**src/rtl/bus_arbiter.sv**
```systemverilog
// bus_arbiter: two-master, single-bus arbiter with round-robin grant and a
// per-transaction timeout.
//
// Ports
//   clk, rst                   rising-edge clock, synchronous active-high reset
//   m{0,1}_req/addr/wdata/we   master request (m0 = CPU, m1 = DMA)
//   m{0,1}_ack/err/rdata       one-cycle completion pulse, error flag, read data
//   bAddr/bWData/bWE/bStb      shared-bus request, held for the whole BUSY phase
//   bRData/bAck                selected slave's read data and completion
//
// Transaction timeline: req sampled in IDLE (cycle 0), bStb high from cycle 1,
// bAck in cycle k, ack in cycle k+1, back in IDLE in cycle k+2.
// All outputs come straight from flops.
module bus_arbiter #(
  parameter int unsigned TIMEOUT = 16  // BUSY cycles allowed without bAck (2..255)
) (
  input  logic        clk,
  input  logic        rst,
  input  logic        m0_req,
  input  logic [31:0] m0_addr,
  input  logic [31:0] m0_wdata,
  input  logic        m0_we,
  output logic        m0_ack,
  output logic        m0_err,
  output logic [31:0] m0_rdata,
  input  logic        m1_req,
  input  logic [31:0] m1_addr,
  input  logic [31:0] m1_wdata,
  input  logic        m1_we,
  output logic        m1_ack,
  output logic        m1_err,
  output logic [31:0] m1_rdata,
  output logic [31:0] bAddr,
  output logic [31:0] bWData,
  output logic        bWE,
  output logic        bStb,
  input  logic [31:0] bRData,
  input  logic        bAck
);

  typedef enum logic [1:0] {IDLE, BUSY, RESP} state_t;

  state_t      state_q;
  logic        last_q;   // master granted most recently
  logic        gnt_q;    // master owning the current transaction
  logic [7:0]  cnt_q;    // BUSY cycle index, 0 on the first BUSY cycle
  logic        gnt_d;

  // Tie goes to the master not granted last; a lone requester always wins.
  always_comb begin
    gnt_d = m1_req;
    if (m0_req && m1_req) gnt_d = ~last_q;
  end

  always_ff @(posedge clk) begin
    if (rst) begin
      state_q  <= IDLE;
      last_q   <= 1'b1;
      gnt_q    <= 1'b0;
      cnt_q    <= '0;
      bStb     <= 1'b0;
      bWE      <= 1'b0;
      bAddr    <= '0;
      bWData   <= '0;
      m0_ack   <= 1'b0;
      m1_ack   <= 1'b0;
      m0_err   <= 1'b0;
      m1_err   <= 1'b0;
      m0_rdata <= '0;
      m1_rdata <= '0;
    end else begin
      case (state_q)
        IDLE: begin
          if (m0_req || m1_req) begin
            gnt_q   <= gnt_d;
            last_q  <= gnt_d;
            bAddr   <= gnt_d ? m1_addr  : m0_addr;
            bWData  <= gnt_d ? m1_wdata : m0_wdata;
            bWE     <= gnt_d ? m1_we    : m0_we;
            bStb    <= 1'b1;
            cnt_q   <= '0;
            state_q <= BUSY;
          end
        end
        BUSY: begin
          // An ack in the last allowed cycle still wins over the timeout.
          if (bAck || (cnt_q == 8'(TIMEOUT - 1))) begin
            bStb    <= 1'b0;
            bWE     <= 1'b0;
            state_q <= RESP;
            if (gnt_q) begin
              m1_ack   <= 1'b1;
              m1_err   <= ~bAck;
              m1_rdata <= bAck ? bRData : 32'h0;
            end else begin
              m0_ack   <= 1'b1;
              m0_err   <= ~bAck;
              m0_rdata <= bAck ? bRData : 32'h0;
            end
          end else begin
            cnt_q <= cnt_q + 8'd1;
          end
        end
        RESP: begin
          // Single-cycle response; requests are not looked at here.
          m0_ack  <= 1'b0;
          m1_ack  <= 1'b0;
          m0_err  <= 1'b0;
          m1_err  <= 1'b0;
          state_q <= IDLE;
        end
        default: state_q <= IDLE;
      endcase
    end
  end

endmodule

```
**config.mk**
```make
export PLATFORM = sky130hd
export DESIGN_NAME = bus_arbiter
export DESIGN_NICKNAME = d
export VERILOG_FILES = /design/src/rtl/bus_arbiter.sv
export SDC_FILE = /design/constraint.sdc
export NUM_CORES = 1
export LEC_CHECK = 0
export BUFFER_PORTS_ARGS = -buffer_cell sky130_fd_sc_hd__buf_2
export CORE_MARGIN = 2
export CORE_UTILIZATION = 25
export DETAILED_ROUTE_END_ITERATION = 7
export GPL_TIMING_DRIVEN = 0
export SKIP_LAST_GASP = 1
export SYNTH_ARGS = -nofsm -noshare
export SYNTH_HDL_FRONTEND = slang
export SYNTH_SLANG_ARGS = --single-unit
```
**constraint.sdc**
```tcl
create_clock -name clk -period 3.4 [get_ports clk]
set_clock_uncertainty 0.15 [all_clocks]
set_input_delay 0.68 -clock clk [delete_from_list [all_inputs] [get_ports clk]]
set_output_delay 0.68 -clock clk [all_outputs]
set_load 0.005 [all_outputs]
```
; Yosys cells after proc, flatten, opt, wreduce, memory -nomap -nowiden
; Index checks and enable logic that the tools add are counted.
[word_totals]
reg_bits = 146
out_inout_bits = 134
elab_cells = 68
[classes]
addsub = 1
eq_ne = 8
mux = 28
bitwise_logic = 3
reduce_logical = 14
[ops]
columns = operator, n
row1 = 32-bit two-way mux, 3
row2 = 3-bit AND reduction, 6
row3 = 8-bit two-way mux, 2
row4 = 8-bit case mux with 2 select lines, 1
row5 = 1-bit two-way mux, 13
row6 = 1-bit case mux with 2 select lines, 6
row7 = 2-bit inequality test (second input constant), 5
row8 = 8-bit by 1-bit adder with 8-bit output (second input constant), 1
row9 = 8-bit by 4-bit == test with 1-bit output (second input constant), 1
row10 = 2-bit two-way mux, 2
row11 = 2-bit case mux with 2 select lines, 1
row12 = 2-bit AND reduction, 2
row13 = 2-bit nonzero test, 2
row14 = 1-bit inverter, 3
row15 = 2-bit by 1-bit == test with 1-bit output (second input constant), 1
row16 = 2-bit == test (second input constant), 1
row17 = 2-bit logical NOT, 1
row18 = 1-bit logical OR, 2
row19 = 1-bit logical AND, 1

; Depth between registers and ports, before layout
[logic_depth]
word_depth = 5
ltp_mapped = 7
ltp_nobuf = 5

; Worst setup path before layout
; OpenSTA, ideal clock, no wires.
[synth_timing]
kind = reg2reg
from = register cnt_q[0]
to = register cnt_q[7]
setup_time_ps = 74
arrival_ps = 1632
t_required_ps = 3176
slack_ps = 1543
path_stages_with_launch = 7
path_buffers = 1
period_less_slack_ps = 1857
cell_sequence = dfxtp_1 ha_1 and3_1 buf_6 a21o_4 or4_1 a31oi_1
[synth_between]
elab_chain_cells = 4
word_cells_on_any_way = 7
cone_classes = 1 x add/sub / 2 x eq/ne / 2 x mux / 2 x reduce/logical
[synth_lines]
columns = item, line_no
row1 = from (decl), 46  ; logic [7:0] cnt_q;
row2 = from (signal assigned), 101  ; cnt_q <= cnt_q + 8'd1;
row3 = branches (longest 4 deep; another with 8-bit by 1-bit adder with 8-bit output), --
; Parallel ways; which one is timed is not known. The select of a mux whose other input is x is not followed.
; A chain may end at the register's enable or synchronous reset.

; Worst setup path after layout
[layout_timing]
from = register state_q[1]
to = register bAddr[28]
[layout_between]
elab_chain_cells = 2
[layout_lines]
columns = item, line_no
row1 = from (decl), 43  ; state_t state_q;
row2 = from (signal assigned), 57  ; state_q <= IDLE;
row3 = from (signal assigned), 82  ; state_q <= BUSY;
row4 = from (signal assigned), 90  ; state_q <= RESP;
row5 = 2-bit logical NOT, 72  ; case (state_q)
row6 = 2-bit AND reduction (no source line), --
row7 = to (signal assigned), 77  ; bAddr <= gnt_d ? m1_addr : m0_addr;
row8 = to (decl), 33  ; output logic [31:0] bAddr,
; Every way passes these cells.

==> metrics.md <==
| Metric | Value |
|---|---|
| Chip width | 155 um |
| Initial antenna violation count | 4 |
| Worst R2R End | bAddr[28]$_SDFFE_PP0P_ |
| Routed via count | 5490 |
| Dpl cells | 1118 |
| Hold Startpoint | m1_rdata[29]$_SDFFE_PP0P_ |
| Async SR Flop Fraction | 0% |
| Post-Route WL | 19300 um |
| Fillers | 2336 |
| Slew Limit Headroom | 51.3% |
| CTS Sinks | 146 |
| Die Y | 155 um |
| Initial core utilization | 25.2% |
| Max cap viols | 0 |
| Area grow syn2layout | 43.0% |
| GP Congestion | 0.785 |
| First-pass DRT Iterations | 4 |
| Crit-path cells | nor2_1 > o21a_1 > buf_2 > buf_1 > a211oi_1 |
| Gr ovfl total | 0 |
| Data arrival, critical path | 2.25 ns |
| Post CTS Setup Buffer Count | 0 |
| Number of global-route vias before repair | 5389 |
| Hold path cells | 1 |
| Synth Warn # | 0 |
| Reg2reg setup slack | 1.27 ns |
| Clk buf depth | 2 |
| Pins Over Slew Limit | 0 |
| Fin cells | 1151 |
| Most common cell after layout, fill and taps aside | buf_2 |
| Core area | 22400 um^2 |
| Mux cell area share after synthesis | 11.7% |
| Iteration-0 DRC Markers | 268 |
| Mapped cell area | 5660 um^2 |
| Crit path launch type | flip-flop |
| Synthesized Nets | 701 |
| Compound-Gate Fraction of Synth Area | 24.1% |
| Port Buffers | 300 |
| Period utilization | 62.6% |
| Status | finished, final reports clean |
| CTS tree | yes |
| Worst Path Buf+Inv | 2 |
| Worst Reg-to-Reg Cells | 5 |
| Die area | 23900 um^2 |
| Peak Freq | 470 MHz |
| Largest net degree at the start of global routing | 17 |
| Most frequent cells in the layout | buf_2, dfxtp_1, nor2_1 |
| Vias/cell | 4.77 |
| CP Class | reg -> reg |
| # rows | 55 |
| RSZ-0062 raised after global routing | false |
| CP top delay family | buffers and inverters |
| Post-synth EDFFs | 0 |
| Worst Hold Endpoint | m1_rdata[29]$_SDFFE_PP0P_ |
| Post-synthesis adder-cell area fraction | 0.221% |
| First-pass GRT wire length | 29900 um |
| Hold WC Path Type | reg -> reg |
| Simple-gate share of the synthesized area | 8.02% |
| Setup crit end kind | flip-flop |
| Root Buffer | clkbuf_16 |
| Crit Path Max Fanout | 10 |
| Crit path required time | 3.53 ns |
| Worst VDD drop | 0.000230 V |
| Routed length per instance | 16.8 um |
| I/O pin count | 301 |
| Hold buffers post-CTS | 0 |
| Syn avg cell area | 10.6 um^2 |
| H-tree depth | 4 |
| CTS Buf Count | 17 |
| Largest family of logic cells by synthesized area | compound AO/OA/AOI/OAI gates |
| Detail Route Antenna Nets | 0 |
| Post-Route Utilization | 36.1% |
| Layout cells sized above 1 | 41.6% |
| Post-CTS Resized | 0 |
| Worst r2r src | state_q[1]$_SDFFE_PP0P_ |
| Multi-input logic area | 2490 um^2 |
| Sequential fraction of the synthesis area | 51.6% |
| Post-Synth XOR/XNOR Area | 0% |
| Synth unique cells | 39 |
| Final setup vio count | 0 |
| Seq. cell area | 2920 um^2 |
| Seq cells post-synth | 146 |
| Slew @ Worst Pin | 0.728 ns |
| GRT Total Usage | 15.9% |
| Slowest cell on crit path | buf_1 |
| Worst-path clk slew | 0.07 ns |
| Synth Flop Type | dfxtp_1 |
| Drc violations | 0 |
| Min Tclk post-route | 2.13 ns |
| Final hold vios | 0 |
| Final nets | 1020 |
| Setup TNS | 0 ns |
| Mapped Cells | 533 |
| PwrDens | 546 nW/um^2 |
| Leakage | 3.69 nW |
| Post-DP HPWL | 15000 um |
| Clock Latency Late Sink | 0.42 ns |
| Slowest stage delay, CP | 0.44 ns |
==> registers in the layout, indices dropped and copies added, names as in the netlist, 2 cells and up <==
register	count
bAddr	32
state_q	2
cnt_q	8
m0_rdata	32
m1_rdata	32
bWData	32
==> cell type report <==
type	count	area share, %
clock inverters	14	1.79
flip-flops and latches	146	36.1
well taps	285	4.40
repair buffers	300	18.5
multi-input cells	333	30.7
clock buffers	18	5.30
diodes	1	0.0309
plain buffers	54	3.09
==> per-layer routing <==
metal,global-route usage [%],vias to the layer above,share of wire (%)
li1,-,2685,-
met3,5.97,12,8.7
met4,4.10,4,0.69
met1,19.1,2561,43
met5,0,-,0.12
met2,26.8,228,47
==> cells in the mapped netlist (all sizes together), types with 2 or more instances <==
cell    count  area, um^2
clkbuf     27         101
nand3       8        40.0
nor3        2        10.0
o21ai       5        25.0
nand2       3        11.3
nor2b       2        12.5
a22oi       3        22.5
nor2       72         270
mux2i      66         661
buf        27         149
a21oi      12        67.6
o21a        2        15.0
or4         2        15.0
nor4        2        18.8
a31oi       4        25.0
a32o       64         641
nand2b      4        25.0
dfxtp     146        2920
a211oi     67         503
==> worst register-to-register path, stage by stage, from the launching register on <==
cell	delay, ns
dfxtp_1	0.34
nor2_1	0.35
o21a_1	0.29
buf_2	0.27
buf_1	0.45
a211oi_1	0.14
==> worst max-delay path by stage <==
stage / to / depth (start not counted) / slack (ns) / start
2_1_floorplan: cnt_q[7]$_SDFFE_PP0P_ / 6 / 1.54 / cnt_q[0]$_SDFFE_PP0P_
3_3_place_gp: cnt_q[0]$_SDFFE_PP0P_ / 5 / 0.99 / rst
3_5_place_dp: cnt_q[0]$_SDFFE_PP0P_ / 5 / 0.98 / rst
4_1_cts: bAddr[28]$_SDFFE_PP0P_ / 5 / 1.25 / state_q[1]$_SDFFE_PP0P_
5_1_grt: bAddr[21]$_SDFFE_PP0P_ / 5 / 1.06 / state_q[1]$_SDFFE_PP0P_
6_report: bAddr[28]$_SDFFE_PP0P_ / 5 / 1.27 / state_q[1]$_SDFFE_PP0P_
==> through the flow <==
stage                     hold slack, ns  area [um^2]  setup WS (ns)  power (mW)
final                              0.310         8100           1.27        4.42
after global routing               0.322         8100           1.06        4.66
after CTS                          0.313         8100           1.25        4.49
after detailed placement           0.299         7520          0.981        2.62
after global placement             0.291         7520          0.987        2.62
after floorplan                    0.315         5660           1.54        2.28
==> power by group <==
group,switching [mW],internal [mW]
Clock,0.816,1.03
Combinational,0.377,0.303
Sequential,0.0634,1.83
Total,1.26,3.17
==> logic make-up after synthesis <==
family | Yosys count
AO/OA/AOI/OAI | 164
flip-flops | 146
AND/OR/NAND/NOR | 102
multiplexers | 66
buffers and inverters | 54
adder cells (fa/ha/maj) | 1
Power figures use the tool's default switching activity.
